### src/rtl/mul_arb.sv
`default_nettype none
// ============================================================================
//  Module      : mul_arb
//  Description : N_REQ requesters share one signed Q4.4 multiplier. The
//                combinational arbiter grants one requester per cycle and its
//                operands are captured into a two-stage pipeline: the S1 stage
//                holds the raw Q8.8 product and the S2 stage holds the rounded
//                and saturated Q4.4 result. The output uses a valid/ready
//                handshake and back-pressure stalls the pipeline.
//                Build option: define MUL_ARB_RR_EN for round-robin
//                arbitration. When it is undefined the arbiter uses fixed
//                priority, where the lowest index wins.
//  Revision    : 1.0 - initial release
// ============================================================================
module mul_arb #(
  parameter int N_REQ = 4
) (
  input  logic                                         clk,
  input  logic                                         rst_n,
  input  logic [N_REQ-1:0]                             req,
  input  logic [8*N_REQ-1:0]                           x1_bus,
  input  logic [8*N_REQ-1:0]                           x2_bus,
  output logic [N_REQ-1:0]                             gnt,
  output logic                                         out_valid,
  input  logic                                         out_ready,
  output logic [7:0]                                   dout,
  output logic [((N_REQ > 1) ? $clog2(N_REQ) : 1)-1:0] out_id,
  output logic                                         out_sat
);

  localparam int ID_W = (N_REQ > 1) ? $clog2(N_REQ) : 1;

  // Pipeline state
  logic                   s1_v_q, s1_v_d;
  logic signed [15:0]     s1_prod_q, s1_prod_d;
  logic [ID_W-1:0]        s1_id_q, s1_id_d;
  logic                   s2_v_q, s2_v_d;
  logic [7:0]             s2_dout_q, s2_dout_d;
  logic [ID_W-1:0]        s2_id_q, s2_id_d;
  logic                   s2_sat_q, s2_sat_d;

  // Combinational helpers
  logic                   w_s2_adv;
  logic                   w_s1_adv;
  logic                   w_arb_hit;
  logic [ID_W-1:0]        w_arb_idx;
  logic signed [7:0]      w_x1;
  logic signed [7:0]      w_x2;
  logic signed [15:0]     w_prod;
  logic signed [12:0]     w_r13;
  logic [7:0]             w_res;
  logic                   w_res_sat;

  // A stage can accept new data when it is empty or when its contents move on
  assign w_s2_adv = !s2_v_q || out_ready;
  assign w_s1_adv = !s1_v_q || w_s2_adv;

`ifdef MUL_ARB_RR_EN
  localparam int CW = ID_W + 1;
  localparam logic [ID_W-1:0] c_PTR_RST = ID_W'(N_REQ - 1);

  logic [ID_W-1:0] ptr_q, ptr_d;
  logic [CW-1:0]   w_cand;

  // Round-robin search: start one past the last winner and wrap modulo N_REQ
  always_comb begin
    w_arb_hit = 1'b0;
    w_arb_idx = '0;
    w_cand    = '0;
    for (int k = 1; k <= N_REQ; k++) begin
      w_cand = {1'b0, ptr_q} + CW'(k);
      if (w_cand >= CW'(N_REQ)) begin
        w_cand = w_cand - CW'(N_REQ);
      end
      if (!w_arb_hit && req[w_cand[ID_W-1:0]]) begin
        w_arb_hit = 1'b1;
        w_arb_idx = w_cand[ID_W-1:0];
      end
    end
  end

  // The pointer moves to the winner, and only in cycles that issue a grant
  always_comb begin
    ptr_d = ptr_q;
    if (|gnt) begin
      ptr_d = w_arb_idx;
    end
  end

  // Pointer register. Reset to N_REQ-1 so that requester 0 is searched first
  always_ff @(posedge clk) begin
    if (!rst_n) begin
      ptr_q <= c_PTR_RST;
    end else begin
      ptr_q <= ptr_d;
    end
  end
`else
  // Fixed priority: the loop runs from high to low so the lowest index wins
  always_comb begin
    w_arb_hit = 1'b0;
    w_arb_idx = '0;
    for (int i = N_REQ - 1; i >= 0; i--) begin
      if (req[i]) begin
        w_arb_hit = 1'b1;
        w_arb_idx = ID_W'(i);
      end
    end
  end
`endif

  // Grant only when S1 can take the operands. Reset suppresses all grants
  always_comb begin
    gnt = '0;
    if (rst_n && w_s1_adv && w_arb_hit) begin
      gnt[w_arb_idx] = 1'b1;
    end
  end

  // Select the winner's operands and form the full-precision Q8.8 product
  assign w_x1   = x1_bus[{w_arb_idx, 3'b000} +: 8];
  assign w_x2   = x2_bus[{w_arb_idx, 3'b000} +: 8];
  assign w_prod = w_x1 * w_x2;

  // Round half up to Q4.4 in 13 bits, then clamp to the signed 8-bit range
  always_comb begin
    w_r13     = {s1_prod_q[15], s1_prod_q[15:4]} + {12'd0, s1_prod_q[3]};
    w_res     = w_r13[7:0];
    w_res_sat = 1'b0;
    if (w_r13 > 13'sd127) begin
      w_res     = 8'h7F;
      w_res_sat = 1'b1;
    end else if (w_r13 < -13'sd128) begin
      w_res     = 8'h80;
      w_res_sat = 1'b1;
    end
  end

  // S1 next state: load on advance. It becomes empty when nothing was granted
  always_comb begin
    s1_v_d    = s1_v_q;
    s1_prod_d = s1_prod_q;
    s1_id_d   = s1_id_q;
    if (w_s1_adv) begin
      s1_v_d = |gnt;
      if (|gnt) begin
        s1_prod_d = w_prod;
        s1_id_d   = w_arb_idx;
      end
    end
  end

  // S2 next state: take the S1 result on advance. Hold while stalled
  always_comb begin
    s2_v_d    = s2_v_q;
    s2_dout_d = s2_dout_q;
    s2_id_d   = s2_id_q;
    s2_sat_d  = s2_sat_q;
    if (w_s2_adv) begin
      s2_v_d = s1_v_q;
      if (s1_v_q) begin
        s2_dout_d = w_res;
        s2_id_d   = s1_id_q;
        s2_sat_d  = w_res_sat;
      end
    end
  end

  // Pipeline registers. Reset discards any in-flight results
  always_ff @(posedge clk) begin
    if (!rst_n) begin
      s1_v_q    <= 1'b0;
      s1_prod_q <= '0;
      s1_id_q   <= '0;
      s2_v_q    <= 1'b0;
      s2_dout_q <= '0;
      s2_id_q   <= '0;
      s2_sat_q  <= 1'b0;
    end else begin
      s1_v_q    <= s1_v_d;
      s1_prod_q <= s1_prod_d;
      s1_id_q   <= s1_id_d;
      s2_v_q    <= s2_v_d;
      s2_dout_q <= s2_dout_d;
      s2_id_q   <= s2_id_d;
      s2_sat_q  <= s2_sat_d;
    end
  end

  assign out_valid = s2_v_q;
  assign dout      = s2_dout_q;
  assign out_id    = s2_id_q;
  assign out_sat   = s2_sat_q;

endmodule
`default_nettype wire

### config.mk
export PLATFORM = sky130hd
export DESIGN_NAME = mul_arb
export DESIGN_NICKNAME = d
export VERILOG_FILES = /design/src/rtl/mul_arb.sv
export SDC_FILE = /design/constraint.sdc
export NUM_CORES = 1
export LEC_CHECK = 0
export BUFFER_PORTS_ARGS = -buffer_cell sky130_fd_sc_hd__buf_2
export CORE_MARGIN = 2
export CORE_UTILIZATION = 55
export CTS_BUF_LIST = sky130_fd_sc_hd__clkbuf_16
export DETAILED_ROUTE_END_ITERATION = 16
export GPL_TIMING_DRIVEN = 0
export PLACE_DENSITY = 0.87
export SLEW_MARGIN = 20
export SYNTH_ARGS = -nofsm -noshare
export SYNTH_HDL_FRONTEND = slang
export SYNTH_SLANG_ARGS = --single-unit
### constraint.sdc
create_clock -name clk -period 6.4 [get_ports clk]
set_input_delay 1.28 -clock clk [delete_from_list [all_inputs] [get_ports clk]]
set_output_delay 1.28 -clock clk [all_outputs]
set_load 0.05 [all_outputs]
==> results.json, run 1 <==
{
  "hold_viol_final": 0,
  "relSlewSlack_pct": 63.89,
  "dpl_worst_slack_ps": -455.7,
  "netlist_instances": 500,
  "ys_seq_elements": 28,
  "cap_viol_max_count": 0,
  "pin_count": 87,
  "final_nets": 746,
  "clock_skew_ps": 5.695,
  "pwr-share-clk_pct": 6.6,
  "vias_per_cell": 5.846,
  "cts_num_sinks": 28,
  "topRoutingLayerUsed": "met4",
  "path_clk_slew_ps": 70,
  "synth_area_um2": 4154,
  "pwr-share-seq_pct": 10.9,
  "initial_utilization_pct": 56.97,
  "dp_hpwl_um": 8444,
  "drtAntennaViolNets": 0,
  "final_util_pct": 68.29,
  "gp_congestion": 0.8841,
  "critPathLaunchType": "primary input",
  "io_buffer_count": 86,
  "setup_slack_ps": 315.2,
  "syn_to_final_growth_pct": 19.88,
  "grt.overflow.total": 0,
  "drv_slew": 0,
  "die_h_um": 90.91,
  "syn_nets": 655,
  "max_freq_ghz": 0.1643,
  "p_sw_share_pct": 51.57,
  "dieWidth_um": 90.91,
  "core_area_um2": 7292,
  "vias": 4028,
  "power.internal_mw": 1.373,
  "async_reset_ff_share_pct": 0,
  "drive_gt1_share_pct": 22.71,
  "report.power.total_mw": 2.836,
  "drt_iter0_drc": 300,
  "cts_resized": 3,
  "p_leak_nw": 2.368,
  "finalCritPeriodShare_pct": 95.07,
  "status": "finished clean",
  "cts_hold_buf": 0,
  "cts-buffers-inserted": 3,
  "irDropWorstVdd_mv": 0.6256,
  "antenna_found_initial": 0,
  "hold-worst-slack_ps": 455.9,
  "fin_setup_tns_ps": 0,
  "synth_cell_type_count": 55,
  "met3_length_um": 637,
  "powerDensity_nw_per_um2": 569.5,
  "met1_length_um": 4084,
  "cp_data_required_time_ps": 6540,
  "crit_type": "primary input to flip-flop",
  "hold_class": "flip-flop to flip-flop",
  "firstDrtPassIters": 5,
  "cp.arrival_ps": 6230,
  "p_sw_mw": 1.463,
  "setup_viol": 0,
  "cts_max_path_buffers": 2,
  "pwr-share-comb_pct": 82.5,
  "drt-total-wl_um": 10720,
  "yosysWarnings": 0,
  "avgRoutedWirePerCell_um": 15.56,
  "post_cts.repair.setup_buffers": 0,
  "grt_use_total_pct": 26.16,
  "insertion_delay_ps": 270,
  "grt_pass1_vias": 4185,
  "min_period_ps": 6085,
  "end_kind": "flip-flop",
  "drc": 0,
  "syn_area_per_cell_um2": 8.308,
  "synth-edff-count": 0,
  "yosysSeqAreaShare_pct": 13.49,
  "grt_pass1_wl_um": 18100,
  "fp-row-count": 31,
  "grt_max_degree": 17,
  "cp_max_fo": 10,
  "die_area_um2": 8264,
  "antennaDiodeCount": 0,
  "synthFlopType": "dfxtp_1",
  "h-tree-depth": 1,
  "wl_met2_um": 5622,
  "worst_slew_pin_slew_ps": 541.7,
  "cts_tree": "built",
  "cts_root_buffer": "clkbuf_16"
}
[power by group through the flow]
stage / Combinational, mW / Sequential (mW) / Clock, mW
floorplan: 1.71 / 0.367 / 0
global placement: 2.15 / 0.306 / 0
detailed placement: 2.25 / 0.311 / 0
CTS: 2.27 / 0.307 / 0.188
global route: 2.69 / 0.319 / 0.194
finish: 2.34 / 0.310 / 0.187
[critical path, cell delays in order]
cell       delay [ps]
buf_2             140
nor2_4            200
nand2_2           130
clkbuf_4          230
o22ai_1           190
nor2_1             80
o21ai_1           270
nor2_1            130
fa_1              440
fa_1              510
fa_1              550
inv_1              50
fa_1              530
inv_1              50
ha_1              340
a2111oi_2         360
o21ai_1           150
nand4_1           140
nor2b_1           160
xor2_1            180
o21ai_0           100
[per-stage QoR]
step,std cells,area (µm²)
2_1_floorplan,500,4154
3_3_place_gp,685,4708
3_5_place_dp,685,4708
4_1_cts,689,4818
5_1_grt,689,4980
6_report,689,4980
[Yosys cell counts (5+ instances only)]
master | count | area [µm²]
inv_1 | 83 | 311.6
nor2_1 | 76 | 285.3
fa_1 | 55 | 1101
ha_1 | 29 | 362.9
dfxtp_1 | 28 | 560.5
o21ai_0 | 24 | 120.1
nand2_1 | 20 | 75.07
nand3_1 | 17 | 85.08
a21oi_1 | 14 | 70.07
and3_1 | 13 | 81.33
xnor2_1 | 13 | 113.9
nand2b_1 | 12 | 75.07
o22a_1 | 9 | 78.83
clkbuf_1 | 8 | 30.03
or2_2 | 8 | 50.05
xor2_1 | 8 | 70.07
a311o_1 | 7 | 70.07
buf_2 | 6 | 30.03
nor3_1 | 6 | 30.03
o221ai_1 | 6 | 52.55
o21a_1 | 5 | 37.54
o22ai_1 | 5 | 31.28
[cells by family after synthesis]
kind of cell	count (synthesis)	synth area share (%)
buf+inv	99	9.307
flops	28	13.49
fa+ha+maj	84	35.24
simple gates	167	19.34
xor+xnor	21	4.428
compound gates	100	17.95
mux	1	0.2410
[flip-flops by register name (all words and copies together), names as in the netlist]
signal,count
s1_prod_q,13
dout,8
out_id,2
s1_id_q,2
out_sat,1
out_valid,1
s1_v_q,1
[routing by layer]
metal	vias to the layer above	GRT usage, %
met3	43	3.339
li1	1858	-
met2	192	48.38
met1	1935	31.08
met4	0	9.091
met5	-	0
[placed cells by master, fill, tap and decap left out, types with 3 or more instances in the layout]
cell and n:
o21ai_1 4, fa_1 55, nor2_1 74, o211ai_1 3, dfxtp_1 28, or2_2 8, nand3_1 17, clkbuf_1 8
o221ai_2 5, o22ai_1 5, o21a_1 5, nor2b_1 3, o21ai_2 3, o221ai_4 4, o22a_1 9, inv_1 83
nand2_1 18, clkbuf_4 4, o21ai_0 18, xnor2_1 13, nor3_1 6, a21oi_1 13, buf_2 87, clkbuf_16 3
xor2_1 8, nand2b_1 11, ha_1 29, a311o_1 7, a21o_1 3, and3_1 13
[final timing paths]
kind / from / endpoint / slack [ps] / cells after the start
worst max-delay path: req[0] / s1_prod_q[13]$_SDFFE_PN0P_ / 320 / 21
worst min-delay path: out_id[0]$_SDFFE_PN0P_ / out_id[0]$_SDFFE_PN0P_ / 460 / 2
worst max register to register: s1_prod_q[3]$_SDFFE_PN0P_ / dout[4]$_SDFFE_PN0P_ / 4040 / 8
worst min register to register: out_id[0]$_SDFFE_PN0P_ / out_id[0]$_SDFFE_PN0P_ / 460 / 2
[final cells by class]
| type | count | area (µm²) |
|---|---|---|
| repair buffers | 86 | 430.4 |
| multi-input cells | 373 | 3361 |
| well taps | 99 | 123.9 |
| plain buffers | 16 | 87.58 |
| clock inverters | 1 | 30.03 |
| inverters | 83 | 311.5 |
| clock buffers | 3 | 75.07 |
| fillers | 582 | 2312 |
| flip-flops and latches | 28 | 560.5 |
Power figures use the tool's default switching activity.
==> run 2: changes to the inputs <==
--- a/config.mk
+++ b/config.mk
@@ -12,6 +12,7 @@
 export DETAILED_ROUTE_END_ITERATION = 16
 export GPL_TIMING_DRIVEN = 0
 export PLACE_DENSITY = 0.87
+export RECOVER_POWER = 25
 export SLEW_MARGIN = 20
 export SYNTH_ARGS = -nofsm -noshare
 export SYNTH_HDL_FRONTEND = slang
==> run 2 against run 1 <==
Against the previous run:
- critical path depth is 2 lower
- sequential share of layout area hardly changed
- fmax is 0.17% lower
- critical path type unchanged
- largest power group unchanged
==> results.json, run 2 (synthesis results as in run 1) <==
{
  "cp_slowest_cell": "fa_1",
  "min_to": "out_id[0]$_SDFFE_PN0P_",
  "io_buffer_count": 86,
  "setup_viol": 0,
  "gp_congestion": 0.8841,
  "largest_reg_flops": 13,
  "avgRoutedWirePerCell_um": 15.55,
  "core_area_um2": 7292,
  "die_h_um": 90.91,
  "drt-total-wl_um": 10710,
  "grt_pass1_wl_um": 18100,
  "finalCritPeriodShare_pct": 95.24,
  "layout_common_cells": "inv_1, buf_2, nor2_1, fa_1, ha_1",
  "clock_skew_ps": 6.464,
  "initial_utilization_pct": 56.97,
  "crit_type": "primary input to flip-flop",
  "layout_commonest_cell": "inv_1",
  "dpl.cell_count": 685,
  "h-tree-depth": 1,
  "setup_slack_ps": 304.9,
  "hold_class": "flip-flop to flip-flop",
  "pin_count": 87,
  "hold_depth": 2,
  "final_nets": 746,
  "hold_viol_final": 0,
  "irDropWorstVdd_mv": 0.6256,
  "max_freq_ghz": 0.1641,
  "dpl_worst_slack_ps": -455.7,
  "path_cells": "buf_2 > nor2b_2 > nand2_2 > clkbuf_4 > o22a_1 > o221ai_2 > or2_2 > fa_1 > fa_1 > fa_1 > fa_1 > inv_1 > ha_1 > o21ai_0 > a21oi_2 > o41ai_2 > o21ai_0 > xnor2_1 > o21ai_0",
  "cp_common_cell": "fa_1",
  "antenna_found_initial": 0,
  "post_cts.repair.setup_buffers": 0,
  "crit_family": "adder cells",
  "cts_hold_buf": 0,
  "status": "finished clean",
  "insertion_delay_ps": 270,
  "reg2reg_to": "dout[4]$_SDFFE_PN0P_",
  "grt_pass1_vias": 4185,
  "drive_gt1_share_pct": 21.19,
  "critPathLaunchType": "primary input",
  "worst-path-stages": 19,
  "min_period_ps": 6095,
  "cp.arrival_ps": 6240,
  "syn_to_final_growth_pct": 19.61,
  "cts_tree": "built",
  "worst_slew_pin_slew_ps": 598.8,
  "r2r_start": "s1_prod_q[3]$_SDFFE_PN0P_",
  "report.power.total_mw": 2.832,
  "regMostFlops": "s1_prod_q",
  "dp_hpwl_um": 8444,
  "powerDensity_nw_per_um2": 569.9,
  "grt_max_degree": 17,
  "relSlewSlack_pct": 60.25,
  "min_from": "out_id[0]$_SDFFE_PN0P_",
  "vias_per_cell": 5.855,
  "cts_num_sinks": 28,
  "r2r_cells": 8,
  "drt_iter0_drc": 300,
  "cts_max_path_buffers": 2,
  "drv_slew": 0,
  "drc": 0,
  "end_kind": "flip-flop",
  "fin_setup_tns_ps": 0,
  "vias": 4034,
  "firstDrtPassIters": 5,
  "cts-buffers-inserted": 3,
  "dieWidth_um": 90.91,
  "path_clk_slew_ps": 70,
  "cap_viol_max_count": 0,
  "path_buf_inv": 3,
  "grt_use_total_pct": 26.16,
  "cp_data_required_time_ps": 6550,
  "slowest_delay_ps": 540,
  "cp_max_fo": 10,
  "final_util_pct": 68.14,
  "r2r_slack_ps": 4040,
  "drtAntennaViolNets": 0,
  "stdcell_count": 689,
  "cts_root_buffer": "clkbuf_16",
  "fp-row-count": 31,
  "grt.overflow.total": 0,
  "p_leak_nw": 2.334,
  "antennaDiodeCount": 0,
  "die_area_um2": 8264
}
-- run 2: cell types whose count changed in the layout (fill, tap and decap cells not counted), sizes merged --
cell / delta
clkbuf: +9
buf: -9
-- run 2: cell type report --
type | instances | area [µm²]
buffer | 16 | 87.58
clock buffer | 3 | 75.07
clock inverter | 1 | 30.03
fill | 584 | 2323
inverter | 83 | 311.5
multi-input combinational | 373 | 3361
sequential | 28 | 560.5
tap | 99 | 123.9
timing repair buffer | 86 | 419.2
-- run 2: worst max path at each step --
stage                     slack [ps]  startpoint                          to
final                            300      req[3]  s1_prod_q[14]$_SDFFE_PN0P_
after floorplan                  390      req[0]  s1_prod_q[13]$_SDFFE_PN0P_
after global routing              -7      req[0]  s1_prod_q[14]$_SDFFE_PN0P_
after global placement          -340      req[0]  s1_prod_q[13]$_SDFFE_PN0P_
after detailed placement        -460      req[0]  s1_prod_q[13]$_SDFFE_PN0P_
after CTS                         10      req[0]  s1_prod_q[13]$_SDFFE_PN0P_
-- run 2: metrics by stage --
step	hold slack, ps	area, µm²
5_1_grt	491.1	4969
3_5_place_dp	447.5	4708
3_3_place_gp	439.8	4708
4_1_cts	456.8	4818
2_1_floorplan	432.3	4154
6_report	458.6	4969
-- run 2: metal layers --
layer | routed length [µm] | track usage [%] | share of wire, % | vias up
met5 | 0 | 0 | 0 | -
li1 | - | - | - | 1858
met4 | 379 | 9.091 | 3.5 | 0
met2 | 5615 | 48.38 | 52 | 194
met3 | 647 | 3.339 | 6.0 | 45
met1 | 4070 | 31.08 | 38 | 1937
-- run 2: worst min-delay path, delay by kind of cell (launching register included) --
family	cells	cell delay, ps
flops	1	310
simple gates	1	50
compound gates	1	50
-- run 2: power by group --
group	internal (mW)	switching, mW	total [mW]
combinational	0.999	1.34	2.33
sequential	0.246	0.0645	0.310
clock	0.125	0.0625	0.187
-- run 2: what timing repair did --
item,in CTS,in global routing
hold endpoints to repair,0,0
gates resized for setup,3,35
setup endpoints to repair,3,6
==> run 3: changes to the inputs <==
--- a/config.mk
+++ b/config.mk
@@ -11,7 +11,7 @@
 export CTS_BUF_LIST = sky130_fd_sc_hd__clkbuf_16
 export DETAILED_ROUTE_END_ITERATION = 16
 export GPL_TIMING_DRIVEN = 0
-export PLACE_DENSITY = 0.87
+export PLACE_DENSITY = 0.86
 export RECOVER_POWER = 25
 export SLEW_MARGIN = 20
 export SYNTH_ARGS = -nofsm -noshare
==> run 3 against run 2 <==
Against the previous run:
- global-route usage down 0.32 points
- hold slack better by 13 ps
- critical path type unchanged
- fmax down 0.77%
- highest routed layer unchanged
- setup slack worse by 47 ps
==> results.json, run 3 (synthesis results as in run 1) <==
{
  "max_freq_ghz": 0.1628,
  "cts-buffers-inserted": 3,
  "grt_use_total_pct": 25.84,
  "layout_common_cells": "inv_1, buf_2, nor2_1, fa_1, ha_1",
  "report.power.total_mw": 2.777,
  "drtAntennaViolNets": 0,
  "fin_setup_tns_ps": 0,
  "cts_max_path_buffers": 2,
  "status": "finished clean",
  "drc": 0,
  "cp_data_required_time_ps": 6530,
  "cp.arrival_ps": 6280,
  "hold_viol_final": 0,
  "die_h_um": 90.91,
  "firstDrtPassIters": 5,
  "clock_skew_ps": 6.240,
  "cts_tree": "built",
  "antennaDiodeCount": 0,
  "end_kind": "flip-flop",
  "initial_utilization_pct": 56.97,
  "multi_input_area_um2": 3351,
  "vias": 3939,
  "drt-total-wl_um": 10500,
  "fillers": 609,
  "drt_iter0_drc": 205,
  "antenna_found_initial": 0,
  "core_area_um2": 7292,
  "irDropWorstVdd_mv": 0.6996,
  "min_from": "out_id[0]$_SDFFE_PN0P_",
  "largest_reg_flops": 13,
  "avgRoutedWirePerCell_um": 15.24,
  "path_clk_slew_ps": 70,
  "critPathLaunchType": "primary input",
  "crit_type": "primary input to flip-flop",
  "cts_hold_buf": 0,
  "grt.overflow.total": 0,
  "finalCritPeriodShare_pct": 95.98,
  "crit_path_start": "req[1]",
  "setup_viol": 0,
  "post_cts.repair.setup_buffers": 0,
  "io_buffer_count": 86,
  "drive_gt1_share_pct": 21.53,
  "dieWidth_um": 90.91,
  "cts_num_sinks": 28,
  "gp_congestion": 0.8909,
  "relSlewSlack_pct": 60.28,
  "grt_max_degree": 17,
  "pin_count": 87,
  "p_leak_nw": 2.336,
  "dp_hpwl_um": 8261,
  "min_period_ps": 6143,
  "layout_commonest_cell": "inv_1",
  "drv_slew": 0,
  "hold_class": "flip-flop to flip-flop",
  "regMostFlops": "s1_prod_q",
  "cts_root_buffer": "clkbuf_16",
  "r2r_start": "s1_prod_q[4]$_SDFFE_PN0P_",
  "cap_viol_max_count": 0,
  "h-tree-depth": 1,
  "cp_max_fo": 10,
  "fp-row-count": 31,
  "syn_to_final_growth_pct": 19.49,
  "worst_slew_pin_slew_ps": 598.3,
  "seq_area_um2": 560.5,
  "insertion_delay_ps": 260,
  "grt_pass1_vias": 4026,
  "final_nets": 746,
  "powerDensity_nw_per_um2": 559.4,
  "vias_per_cell": 5.717,
  "grt_pass1_wl_um": 17860,
  "die_area_um2": 8264
}
-- run 3: critical path, stage by stage --
cell and delay, ps:
buf_2 140, nor3_1 310, nor2_2 100, buf_6 180
o21ai_1 450, nor2_1 190, fa_1 550, fa_1 440
fa_1 560, inv_1 60, fa_1 520, inv_1 40
ha_1 340, a2111oi_2 370, o21ai_1 160, nand4_1 140
nor2b_1 170, xor2_1 180, o21ai_0 100
-- run 3: final timing paths --
| kind | endpoint | slack, ps | depth (start not counted) |
|---|---|---|---|
| max | s1_prod_q[13]$_SDFFE_PN0P_ | 260 | 19 |
| min | out_id[0]$_SDFFE_PN0P_ | 470 | 2 |
| max reg2reg | dout[5]$_SDFFE_PN0P_ | 3980 | 8 |
| min reg2reg | out_id[0]$_SDFFE_PN0P_ | 470 | 2 |
-- run 3: per-layer routing --
metal | routed length, µm | share of wire (%) | GRT usage, %
met5 | 0 | 0 | 0
met4 | 229 | 2.2 | 5.177
met3 | 451 | 4.3 | 2.421
met2 | 5571 | 53 | 48.82
met1 | 4250 | 40 | 32.02
-- run 3: cell type report --
class / count / share of cell area [%]
Buffer: 16 / 1.865
Clock buffer: 3 / 1.512
Clock inverter: 1 / 0.6050
Inverter: 83 / 6.277
Multi-Input combinational cell: 373 / 67.51
Sequential cell: 28 / 11.29
Tap cell: 99 / 2.496
Timing Repair Buffer: 86 / 8.445
-- run 3: timing repair --
action                                  CTS  global route
gates cloned                              0             0
endpoints found under the setup margin    2             6
resized for setup                         3            38
-- run 3: stage by stage --
step / std cells / hold WS [ps] / utilization, % / cell area (µm²) / setup WS [ps]
finish: 689 / 471.3 / 68.07 / 4964 / 257.5
global route: 689 / 498.4 / 68.07 / 4964 / -38.85
CTS: 689 / 474.9 / 66.08 / 4818 / 5.607
detailed placement: 685 / 455.7 / 64.57 / 4708 / -432.4
global placement: 685 / 440.8 / 64.57 / 4708 / -348.0
floorplan: 500 / 432.3 / - / 4154 / 389.8
-- run 3: where the power goes --
part / internal [mW] / leakage (nW) / switching, mW
Clock: 0.124 / 0.0511 / 0.0572
Combinational: 0.993 / 2.05 / 1.29
Sequential: 0.246 / 0.232 / 0.0644
Total: 1.36 / 2.34 / 1.41
